File: src/rtl/tucanos_pkg.sv
// Shared encodings for the Tucanos process scheduler: event codes,
// per-process status values and scheduler FSM states.
package tucanos_pkg;

  localparam logic [11:0] OPERATING_SYSTEM_BEGIN_ADDR = 12'd256;

  typedef enum logic [1:0] {
    EV_PREEMPT = 2'd0,
    EV_WAIT    = 2'd1,
    EV_HALT    = 2'd2,
    EV_RSVD    = 2'd3
  } event_code_e;

  typedef enum logic [2:0] {
    ST_EMPTY   = 3'd0,
    ST_READY   = 3'd1,
    ST_RUNNING = 3'd2,
    ST_WAITING = 3'd3,
    ST_HALTED  = 3'd4
  } proc_status_e;

  typedef enum logic [2:0] {
    S_IDLE     = 3'd0,
    S_SELECT   = 3'd1,
    S_DISPATCH = 3'd2,
    S_RUNNING  = 3'd3,
    S_STALL    = 3'd4,
    S_DONE     = 3'd5
  } sched_state_e;

endpackage

File: src/rtl/tucanos_rr_picker.sv
// Rotating-priority search: first set bit of mask at or after start,
// wrapping modulo N.
module tucanos_rr_picker #(
  parameter int N = 3,
  parameter int W = 2
) (
  input  logic [N-1:0] mask,
  input  logic [W-1:0] start,
  output logic         found,
  output logic [W-1:0] index
);

  always_comb begin
    int p;
    found = 1'b0;
    index = '0;
    // Walk from the farthest offset back to zero so the nearest hit wins.
    for (int k = N - 1; k >= 0; k--) begin
      p = int'(start) + k;
      if (p >= N) p = p - N;
      if (p < N && mask[p]) begin
        found = 1'b1;
        index = W'(p);
      end
    end
  end

endmodule

File: src/rtl/tucanos_process_scheduler.sv
// Round-robin process scheduler: status/saved-PC table, scheduling FSM and
// valid/ready dispatch offer towards the OS context-switch routine.
module tucanos_process_scheduler
  import tucanos_pkg::*;
#(
  parameter int                 NUM_PROCS   = 3,
  parameter int                 IDX_WIDTH   = 2,
  parameter int                 PC_WIDTH    = 12,
  parameter logic [PC_WIDTH-1:0] PROC_BASE   = 12'd1024,
  parameter logic [PC_WIDTH-1:0] PROC_STRIDE = 12'd1024
) (
  input  logic                 clock,
  input  logic                 reset,
  input  logic                 start,
  input  logic                 event_valid,
  input  logic [1:0]           event_code,
  input  logic [PC_WIDTH-1:0]  event_pc,
  input  logic                 io_done_valid,
  input  logic [IDX_WIDTH-1:0] io_done_index,
  input  logic                 dispatch_ready,
  output logic                 dispatch_valid,
  output logic [IDX_WIDTH-1:0] dispatch_index,
  output logic [PC_WIDTH-1:0]  dispatch_pc,
  output logic [IDX_WIDTH-1:0] current_index,
  output logic                 stalled,
  output logic                 all_halted,
  output logic                 event_dropped
);

  localparam logic [IDX_WIDTH-1:0] LAST_IDX  = IDX_WIDTH'(NUM_PROCS - 1);
  localparam logic [IDX_WIDTH:0]   NUM_IDX_W = (IDX_WIDTH + 1)'(NUM_PROCS);

  sched_state_e          state_reg, state_next;
  proc_status_e          status_reg [NUM_PROCS];
  logic [PC_WIDTH-1:0]   saved_pc_reg [NUM_PROCS];
  logic [IDX_WIDTH-1:0]  cur_reg, disp_idx_reg;
  logic [PC_WIDTH-1:0]   disp_pc_reg;
  logic                  dropped_reg;

  logic [NUM_PROCS-1:0]  ready_mask, halted_mask;
  logic [IDX_WIDTH-1:0]  scan_start, pick_index;
  logic                  pick_found;
  logic                  launch, ev_take, io_hit, handshake;

  for (genvar gi = 0; gi < NUM_PROCS; gi++) begin : g_mask
    assign ready_mask[gi]  = (status_reg[gi] == ST_READY);
    assign halted_mask[gi] = (status_reg[gi] == ST_HALTED);
  end

  assign scan_start = (cur_reg == LAST_IDX) ? '0 : cur_reg + 1'b1;

  tucanos_rr_picker #(.N(NUM_PROCS), .W(IDX_WIDTH)) u_picker (
    .mask  (ready_mask),
    .start (scan_start),
    .found (pick_found),
    .index (pick_index)
  );

  assign launch    = start && (state_reg == S_IDLE || state_reg == S_DONE);
  assign ev_take   = event_valid && (state_reg == S_RUNNING) &&
                     (event_code_e'(event_code) != EV_RSVD);
  assign io_hit    = io_done_valid && ({1'b0, io_done_index} < NUM_IDX_W);
  assign handshake = (state_reg == S_DISPATCH) && dispatch_ready;

  always_ff @(posedge clock or posedge reset) begin
    if (reset) state_reg <= S_IDLE;
    else       state_reg <= state_next;
  end

  always_comb begin
    state_next = state_reg;
    case (state_reg)
      S_IDLE, S_DONE: if (start) state_next = S_SELECT;
      S_RUNNING:      if (ev_take) state_next = S_SELECT;
      S_SELECT: begin
        if (pick_found)         state_next = S_DISPATCH;
        else if (&halted_mask)  state_next = S_DONE;
        else                    state_next = S_STALL;
      end
      S_STALL:        if (|ready_mask) state_next = S_SELECT;
      S_DISPATCH:     if (dispatch_ready) state_next = S_RUNNING;
      default:        state_next = S_IDLE;
    endcase
  end

  // io_done is judged against the pre-edge status; a same-cycle event on the
  // running process therefore always wins over it.
  always_ff @(posedge clock or posedge reset) begin
    if (reset) begin
      for (int i = 0; i < NUM_PROCS; i++) begin
        status_reg[i]   <= ST_EMPTY;
        saved_pc_reg[i] <= '0;
      end
    end else begin
      for (int i = 0; i < NUM_PROCS; i++) begin
        if (launch) begin
          status_reg[i]   <= ST_READY;
          saved_pc_reg[i] <= PROC_BASE + PC_WIDTH'(i) * PROC_STRIDE;
        end else if (ev_take && cur_reg == IDX_WIDTH'(i)) begin
          case (event_code_e'(event_code))
            EV_PREEMPT: begin
              status_reg[i]   <= ST_READY;
              saved_pc_reg[i] <= event_pc;
            end
            EV_WAIT: begin
              status_reg[i]   <= ST_WAITING;
              saved_pc_reg[i] <= event_pc;
            end
            default: status_reg[i] <= ST_HALTED;
          endcase
        end else if (handshake && disp_idx_reg == IDX_WIDTH'(i)) begin
          status_reg[i] <= ST_RUNNING;
        end else if (io_hit && io_done_index == IDX_WIDTH'(i) &&
                     status_reg[i] == ST_WAITING) begin
          status_reg[i] <= ST_READY;
        end
      end
    end
  end

  always_ff @(posedge clock or posedge reset) begin
    if (reset) begin
      cur_reg      <= '0;
      disp_idx_reg <= '0;
      disp_pc_reg  <= '0;
      dropped_reg  <= 1'b0;
    end else begin
      if (launch) begin
        cur_reg     <= LAST_IDX;
        dropped_reg <= 1'b0;
      end
      if (state_reg == S_SELECT && pick_found) begin
        disp_idx_reg <= pick_index;
        disp_pc_reg  <= saved_pc_reg[pick_index];
      end
      if (handshake) cur_reg <= disp_idx_reg;
      if (event_valid && state_reg != S_RUNNING) dropped_reg <= 1'b1;
    end
  end

  assign dispatch_valid = (state_reg == S_DISPATCH);
  assign dispatch_index = disp_idx_reg;
  assign dispatch_pc    = disp_pc_reg;
  assign current_index  = cur_reg;
  assign stalled        = (state_reg == S_STALL);
  assign all_halted     = (state_reg == S_DONE);
  assign event_dropped  = dropped_reg;

endmodule

File: config.mk
export PLATFORM = sky130hd
export DESIGN_NAME = tucanos_process_scheduler
export DESIGN_NICKNAME = d
export VERILOG_FILES = /design/src/rtl/tucanos_pkg.sv /design/src/rtl/tucanos_rr_picker.sv /design/src/rtl/tucanos_process_scheduler.sv
export SDC_FILE = /design/constraint.sdc
export NUM_CORES = 1
export LEC_CHECK = 0
export BUFFER_PORTS_ARGS = -buffer_cell sky130_fd_sc_hd__buf_4
export CAP_MARGIN = 15
export CORE_AREA = 2 2 101 103
export DETAILED_ROUTE_END_ITERATION = 8
export DIE_AREA = 0 0 103 105
export GPL_ROUTABILITY_DRIVEN = 0
export SKIP_CTS_REPAIR_TIMING = 1
export SLEW_MARGIN = 5
export SYNTH_ARGS = -nofsm -noshare
export SYNTH_HDL_FRONTEND = slang
export SYNTH_SLANG_ARGS = --single-unit
File: constraint.sdc
create_clock -name clock -period 3.2 [get_ports clock]
set_input_delay 0.16 -clock clock [delete_from_list [all_inputs] [get_ports clock]]
set_output_delay 0.16 -clock clock [all_outputs]
set_load 0.05 [all_outputs]
Word-level counts from Yosys, hierarchy flattened:

Index checks and enable logic that the tools add are counted.

* bits in registers: 65
* latch bits: 0
* bits in writable memories: 0
* ROM bits: 0
* bits of input ports: 22
* output and inout bits: 20
* memories kept: 0

* add/sub/neg operators: 6
* multipliers: 0
* div/mod/pow operators: 0
* $lt $le $gt $ge: 11
* equal/unequal tests: 27
* shifts and indexed selects: 0
* mux-type cells: 53
* bitwise logic cells: 1
* reduce and logical (&&, ||, !) cells: 45

Operators by type and width (count)
* 2-to-1 mux 12 bit: 9
* less-than comparator 32 x 3 -> 1 bit, second input constant: 3
* less-than comparator 32 x 4 -> 1 bit, second input constant: 3
* 2-to-1 mux 32 bit: 3
* >= comparator 32 x 3 -> 1 bit, second input constant: 2
* subtractor 32 x 3 -> 32 bit, second input constant: 2
* 2-to-1 mux 3 bit: 17
* binary-select mux 12 bit (select 2 bit): 1
* logical AND 1 bit: 22
* == test 3 x 2 -> 1 bit, second input constant: 5
* == test 3 bit, second input constant: 5
* one-hot mux 3 bit (5 select lines): 1
* == test 3 x 1 -> 1 bit, second input constant: 4
* 2-to-1 mux 1 bit: 12
* 2-to-1 mux 2 bit: 6
* nonzero test 2 bit: 6
* nonzero test 4 bit: 3
* == test 2 x 1 -> 1 bit, second input constant: 4
* zero test 2 bit: 4
* != test 2 bit, second input constant: 4
* binary-select mux 1 bit (select 2 bit): 3
* == test 2 bit, second input constant: 3
* one-hot mux 3 bit (2 select lines): 1
* AND reduction 2 bit: 3
* other kinds (16): 17

Logic depth before layout (Yosys ltp):

Gate-level depths: netlist of run 1.

* depth in word-level cells: 16
* mapped depth: 11
* depth with buffers taken out: 9

Modules after synthesis:

From an unflattened synthesis of run 1, not the netlist that was laid out.

* cell total of the unflattened synthesis: 333
* area total of the unflattened synthesis: 3459.6 µm²

Modules (own cells, without submodules)
* tucanos_process_scheduler: times used 1, cells an instance 303, area an instance 3201.8 µm², seq. area each 1626.6 µm²
* tucanos_rr_picker: times used 1, cells an instance 30, area an instance 257.7 µm², seq. area each 0.0 µm²

Worst setup path before layout of run 1:

OpenSTA, ideal clock, no wires.

* path kind: register to register
* from: reg cur_reg[0], in the netlist current_index[0]
* to: reg disp_pc_reg[0], in the netlist dispatch_pc[0]
* library setup time: 125 ps
* arrival: 2614 ps
* required time: 3075 ps
* slack: 461 ps
* stages on the path, launching flop included: 10
* buffers on the path: 2
* clock period less this slack: 2739 ps
* path through: dfrtp_1 clkbuf_2 or2_4 ha_1 or3_1 a32oi_2 o21ai_1 buf_2 a31oi_1 a2bb2oi_1

* longest elaborated chain between the ends: 16
* elaborated cells on any way between the ends: 40

Ends and longest elaborated chain
* from (decl): line tucanos_process_scheduler.sv:36 `logic [IDX_WIDTH-1:0] cur_reg, disp_idx_reg;`
* from (signal assigned): line tucanos_process_scheduler.sv:136 `if (handshake) cur_reg <= disp_idx_reg;`
* adder 2 x 1 -> 2 bit or == test 2 bit (tied branches): line tucanos_process_scheduler.sv:50 `assign scan_start = (cur_reg == LAST_IDX) ? '0 : cur_reg + 1'b1;`
* 2-to-1 mux 2 bit (*): line tucanos_process_scheduler.sv:50
* branches (longest 14 deep; another with subtractor 32 x 3 -> 32 bit)
* to (signal assigned): line tucanos_process_scheduler.sv:134 `disp_pc_reg <= saved_pc_reg[pick_index];`
* to (decl): line tucanos_process_scheduler.sv:37 `logic [PC_WIDTH-1:0] disp_pc_reg;`

Mark *: on every way between the ends. The select of a mux whose other input is x is not followed.
A chain may end at the register's enable or synchronous reset.

Final worst setup path of run 1:

* from: reg cur_reg[1], in the netlist current_index[1]
* to: reg disp_pc_reg[10], in the netlist dispatch_pc[10]

Same word-level chain as after synthesis.

==> results.sh, run 1 <==
export IMPL_synth_edf_count=0
export IMPL_yosysWarnings=0
export IMPL_synth_seq_cells=65
export IMPL_slew_headroom=0.3600
export IMPL_ir_worst_vdd_mv=0.3246
export IMPL_via_count=2661
export IMPL_p_leak_nw=1.794
export IMPL_finalCritPeriodShare=0.8811
export IMPL_crit_fanout=20
export IMPL_postSynthAreaPerCell_sq_um=9.465
export IMPL_cts_root_buf="clkbuf_8"
export IMPL_clock_latency_ns=0.34
export IMPL_start_kind="register"
export IMPL_clk_pin_slew_ns=0.08
export IMPL_maxCapViolations=0
export IMPL_p_per_area_mw_per_mm2=1200
export IMPL_async_reset_ff_frac=1.000
export IMPL_drt_total_wl_microns=8015
export IMPL_synth_cells=349
export IMPL_die_area_sq_mm=0.01082
export IMPL_synth_fp_nets=373
export IMPL_cts_inserted_buffers=9
export IMPL_required_ns=3.46
export IMPL_num_rows=36
export IMPL_crit_path_end_kind="register"
export IMPL_fin_tns_setup_ns=0
export IMPL_rsz0062_at_grt="no"
export IMPL_worstPathArrival_ns=3.08
export IMPL_syn_cell_area_sq_mm=0.003303
export IMPL_wl_per_cell_microns=15.24
export IMPL_drtAntennaViolNets=0
export IMPL_globalRouteOverflowTotal=0
export IMPL_fmax_mhz=354.7
export IMPL_layout_drive_gt1_share=0.2061
export IMPL_syn_to_final_growth_pct=20.80
export IMPL_max_slew_worst_pin_slew_ns=0.9586
export IMPL_nNetsFinal=412
export IMPL_fillers=975
export IMPL_setup_viol=0
export IMPL_clock_sinks=65
export IMPL_cts_tree="built"
export IMPL_htree_levels=3
export IMPL_hpwlAfterDp_microns=5527
export IMPL_timing_max_transition_violations_final=0
export IMPL_crit_type="reg -> reg"
export IMPL_period_minus_slack_ns=2.819
export IMPL_grt_pass1_wl_microns=13120
export IMPL_synth_xor_area_frac=0.002652
export IMPL_port_buffers=41
export IMPL_fp_coreArea_sq_mm=0.009639
export IMPL_initial_core_util=0.3427
export IMPL_synth_top_family_by_area="simple AND/OR/NAND/NOR gates"
export IMPL_clockBufferDepth=2
export IMPL_hp_class="in -> async"
export IMPL_yosysTopAreaCell="dfrtp_1"
export IMPL_hold_violations=0
export IMPL_viasPerCell=5.059
export IMPL_die_h_microns=105
export IMPL_synth_fa_ha_area_frac=0.007576
export IMPL_ys_seq_area_frac=0.4924
export IMPL_synth_simple_area_share=0.2277
export IMPL_grt_max_degree=48
export IMPL_skew_ns=0.008700
export IMPL_yosysUniqueCellTypes=47
export IMPL_grt_usage=0.1574
export IMPL_n_antenna_cell=0
export IMPL_synth_top_area_frac=0.4924
export IMPL_antenna_found_initial=0
export IMPL_grt_pass1_vias=2461
export IMPL_synth_area_mux_share=0.07614
export IMPL_largest_reg_flops=36
export IMPL_fin_hold_ws_ns=0.03643
export IMPL_ys_top_cells_by_area="dfrtp_1, mux2i_1, nand2_1, a2bb2oi_1, o21ai_0"
export IMPL_placed_area_sq_mm=0.003744
export IMPL_drtIter0Drc=170
export IMPL_fp_dieW_microns=103
export IMPL_ys_flop_type="dfrtp_1"
export IMPL_postLayoutCellArea_sq_mm=0.003990
export IMPL_drtPass1Iterations=4
export IMPL_synth_compound_area_share=0.1564
export IMPL_drc=0
export IMPL_status="finished, final reports clean"
export IMPL_ios=42
## cells in the mapped netlist, types with 6 or more instances
library cell and count:
a31oi_1 13, nor2b_1 8, buf_2 7, a2bb2oi_1 12, a21oi_1 18, nand2b_1 6
dfrtp_1 65, nand2_1 61, or2_2 7, nor3b_1 7, nor2_1 23, nand3_1 10
o21ai_0 20, mux2i_1 24, or2_0 7, clkbuf_1 10
## area by class of cell
type	instances	area (sq um)	share of cell area
inverters	5	18.77	0.004704
multi-input cells	257	1560	0.3910
clock inverters	6	115.1	0.02885
repair buffers	50	375.4	0.09407
flip-flops and latches	65	1627	0.4077
clock buffers	10	127.6	0.03198
well taps	133	166.4	0.04171
## placed cells by master, fill, tap and decap left out, types with 3 or more instances in the layout
master	synthesis	layout
nand2_1	61	61
o21ai_0	20	20
a31oi_1	13	13
mux2i_1	24	24
or2_0	7	7
a2bb2oi_1	12	12
or3_1	3	3
nand3_1	10	10
dfrtp_1	65	65
nor3_1	3	3
nor3b_1	7	7
bufinv_16	0	3
nor2_1	23	22
nand2b_1	6	6
nor4b_1	3	3
a221oi_1	3	3
nand4_1	4	4
or2_2	7	7
buf_4	1	50
nor2b_1	8	8
a21oi_1	18	18
inv_1	4	3
clkbuf_8	0	9
## path summary, 6_finish.rpt
| kind | depth (start not counted) | slack (ns) | startpoint | endpoint |
|---|---|---|---|---|
| min | 2 | 0.04 | reset | status_reg[4] |
| max | 8 | 0.38 | current_index[1] | dispatch_pc[10] |
| max reg2reg | 8 | 0.38 | current_index[1] | dispatch_pc[10] |
| min reg2reg | 2 | 0.48 | saved_pc_reg[16] | saved_pc_reg[16] |
| min in group clock | 3 | 0.07 | event_pc[11] | saved_pc_reg[11] |
| max in group asynchronous | 3 | 2.34 | reset | saved_pc_reg[18] |
## cells by family after synthesis
kind of cell,after synthesis
multiplexers,25
AO/OA/AOI/OAI,79
flip-flops,65
AND/OR/NAND/NOR,150
adder cells (fa/ha/maj),2
XOR/XNOR,1
buffers and inverters,27
## where the power goes
part | leakage [nW] | internal (mW) | total [mW] | switching (mW)
Clock | 0.117 | 0.522 | 0.862 | 0.340
Sequential | 0.818 | 1.18 | 1.48 | 0.296
Combinational | 0.859 | 0.960 | 2.45 | 1.49
## worst max-delay path: stages (launching register included)
cell and delay [ns]:
dfrtp_1 0.50, nand2b_1 0.27, ha_1 0.41, or3_1 0.42, a32oi_2 0.30, o31ai_2 0.17
buf_4 0.22, or2_2 0.30, a2bb2oi_1 0.15
## layer usage
metal | share of wire | track usage | vias up
li1 | - | - | 1314
met2 | 0.42 | 0.2083 | 53
met5 | 0 | 0 | -
met3 | 0.034 | 0.02007 | 11
met4 | 0.017 | 0.06485 | 0
met1 | 0.53 | 0.2532 | 1283
## metrics by stage
stage | total power, mW | utilization | std cells | setup WS, ns
after floorplan | 3.316 | - | 349 | 0.4605
after global placement | 3.888 | 0.3884 | 510 | 0.3083
after detailed placement | 3.925 | 0.3884 | 510 | 0.2131
after CTS | 4.797 | 0.4136 | 526 | 0.2099
after global routing | 5.134 | 0.4139 | 526 | 0.2026
final | 4.787 | 0.4139 | 526 | 0.3806
Note: power is estimated with default switching activity, not from simulation.
==> inputs of run 2 (changes only) <==
--- a/config.mk
+++ b/config.mk
@@ -11,6 +11,7 @@
 export DETAILED_ROUTE_END_ITERATION = 8
 export DIE_AREA = 0 0 103 105
 export GPL_ROUTABILITY_DRIVEN = 0
+export PLACE_DENSITY_LB_ADDON = 0.1
 export SKIP_CTS_REPAIR_TIMING = 1
 export SLEW_MARGIN = 5
 export SYNTH_ARGS = -nofsm -noshare
==> constraint.sdc (replaced) <==
create_clock -name clock -period 2.45 [get_ports clock]
set_input_delay 0.1225 -clock clock [delete_from_list [all_inputs] [get_ports clock]]
set_output_delay 0.1225 -clock clock [all_outputs]
set_load 0.05 [all_outputs]
==> run 2 against run 1 <==
  * Setup slack got worse by 0.32 ns
  * Largest power group unchanged
  * Sequential power up 28%
  * Power up 47%
  * Critical path type unchanged
  * Worst hold slack better by 0.0029 ns
==> results.sh, run 2 (synthesized netlist as in run 1, its figures left out) <==
export IMPL_grt_max_degree=66
export IMPL_clock_latency_ns=0.34
export IMPL_critPathTopFamily="simple AND/OR/NAND/NOR gates"
export IMPL_wl_per_cell_microns=16.50
export IMPL_initial_core_util=0.3427
export IMPL_multi_input_area_sq_mm=0.001665
export IMPL_clkPwrFrac=0.131
export IMPL_die_area_sq_mm=0.01082
export IMPL_p_switching_mw=3.104
export IMPL_p_per_area_mw_per_mm2=1630
export IMPL_period_minus_slack_ns=2.387
export IMPL_globalRouteOverflowTotal=0
export IMPL_timing_max_transition_violations_final=0
export IMPL_cpPeakStageDelay_ns=0.44
export IMPL_path_buf_inv=2
export IMPL_postLayoutCellArea_sq_mm=0.004323
export IMPL_viasPerCell=5.027
export IMPL_htree_levels=3
export IMPL_skew_ns=0.007883
export IMPL_status="finished, final reports clean"
export IMPL_fillers=982
export IMPL_p_total_mw=7.048
export IMPL_die_h_microns=105
export IMPL_fin_tns_setup_ns=0
export IMPL_worstPathArrival_ns=2.61
export IMPL_crit_fanout=11
export IMPL_crit_type="reg -> reg"
export IMPL_cts_tree="built"
export IMPL_port_buffers=41
export IMPL_hpwlAfterDp_microns=5872
export IMPL_slew_headroom=0.5935
export IMPL_setup_viol=0
export IMPL_maxCapViolations=0
export IMPL_placed_area_sq_mm=0.003894
export IMPL_final_cell_mix="buf_4, dfrtp_1, nand2_1, mux2i_1, nor2_1"
export IMPL_cts_root_buf="clkbuf_8"
export IMPL_fp_coreArea_sq_mm=0.009639
export IMPL_grt_usage=0.1725
export IMPL_p_int_mw=3.944
export IMPL_max_slew_worst_pin_slew_ns=0.6085
export IMPL_power_frac_seq=0.269
export IMPL_p_leak_nw=1.927
export IMPL_syn_to_final_growth_pct=30.87
export IMPL_fp_dieW_microns=103
export IMPL_hold_violations=0
export IMPL_start_kind="register"
export IMPL_crit_path_end_kind="register"
export IMPL_clockBufferDepth=2
export IMPL_ir_worst_vdd_mv=0.5100
export IMPL_switching_share=0.4404
export IMPL_drtAntennaViolNets=0
export IMPL_cts_inserted_buffers=9
export IMPL_drtIter0Drc=146
export IMPL_hp_class="in -> reg"
export IMPL_ios=42
export IMPL_nNetsFinal=437
export IMPL_clock_sinks=65
export IMPL_grt_pass1_wl_microns=14250
export IMPL_crit_chain="or2_4 -> ha_4 -> or3_1 -> a32oi_4 -> buf_4 -> o21ai_4 -> buf_12 -> a31oi_1 -> a2bb2oi_1"
export IMPL_p_comb_frac=0.600
export IMPL_layout_drive_gt1_share=0.2751
export IMPL_drt_total_wl_microns=9093
export IMPL_largest_reg_flops=36
export IMPL_utilization=0.4485
export IMPL_final_common_cell="buf_4"
export IMPL_finalCritPeriodShare=0.9744
export IMPL_drc=0
export IMPL_num_rows=36
export IMPL_clk_pin_slew_ns=0.08
export IMPL_cp_slowest_cell="dfrtp_2"
export IMPL_n_antenna_cell=0
export IMPL_via_count=2770
export IMPL_drtPass1Iterations=4
export IMPL_antenna_found_initial=0
export IMPL_fmax_mhz=418.9
export IMPL_seq_area_sq_mm=0.001629
export IMPL_grt_pass1_vias=2556
export IMPL_required_ns=2.68
-- run 2: layer usage --
layer / track usage / vias to the layer above / share of wire
met5: 0 / - / 0
met4: 0.05921 / 0 / 0.015
met3: 0.02609 / 9 / 0.045
met2: 0.2134 / 68 / 0.42
met1: 0.2934 / 1329 / 0.52
li1: - / 1364 / -
-- run 2: tightest hold or removal path: cells and delay by family --
family / cells / cell delay [ns]
buffers and inverters: 1 / 0.09
AND/OR/NAND/NOR: 2 / 0.12
-- run 2: path summary, 6_finish.rpt --
path	startpoint	end	slack, ns	cells after the start
min in group asynchronous	reset	status_reg[8]	0.39	4
setup / recovery	current_index[0]	dispatch_pc[4]	0.06	9
max in group asynchronous	reset	dispatch_pc[8]	1.72	4
hold reg to reg	saved_pc_reg[12]	saved_pc_reg[12]	0.48	2
setup reg to reg	current_index[0]	dispatch_pc[4]	0.06	9
hold / removal	event_pc[11]	saved_pc_reg[11]	0.04	3
-- run 2: area by class of cell --
class / instances / share of cell area
sequential: 65 / 0.3768
clock inverter: 5 / 0.01274
tap: 133 / 0.03849
inverter: 5 / 0.004342
multi-input combinational: 258 / 0.3852
timing repair buffer: 74 / 0.1496
clock buffer: 11 / 0.03271
-- run 2: power by group through the flow --
stage / logic (mW) / registers, mW / clock network [mW]
after floorplan: 2.18 / 2.25 / 0
after global placement: 3.52 / 1.89 / 0
after detailed placement: 3.51 / 1.90 / 0
after CTS: 3.53 / 1.88 / 0.948
after global routing: 4.61 / 1.96 / 0.996
final: 4.23 / 1.90 / 0.925
-- run 2: metrics by stage --
| step | setup WS (ns) | hold slack (ns) | cells |
|---|---|---|---|
| floorplan | -0.01012 | 0.2532 | 349 |
| global placement | 0.03657 | 0.2309 | 522 |
| detailed placement | -0.01885 | 0.2393 | 522 |
| CTS | -0.03844 | -0.1367 | 538 |
| global route | -0.04347 | 0.04556 | 551 |
| finish | 0.06281 | 0.03934 | 551 |
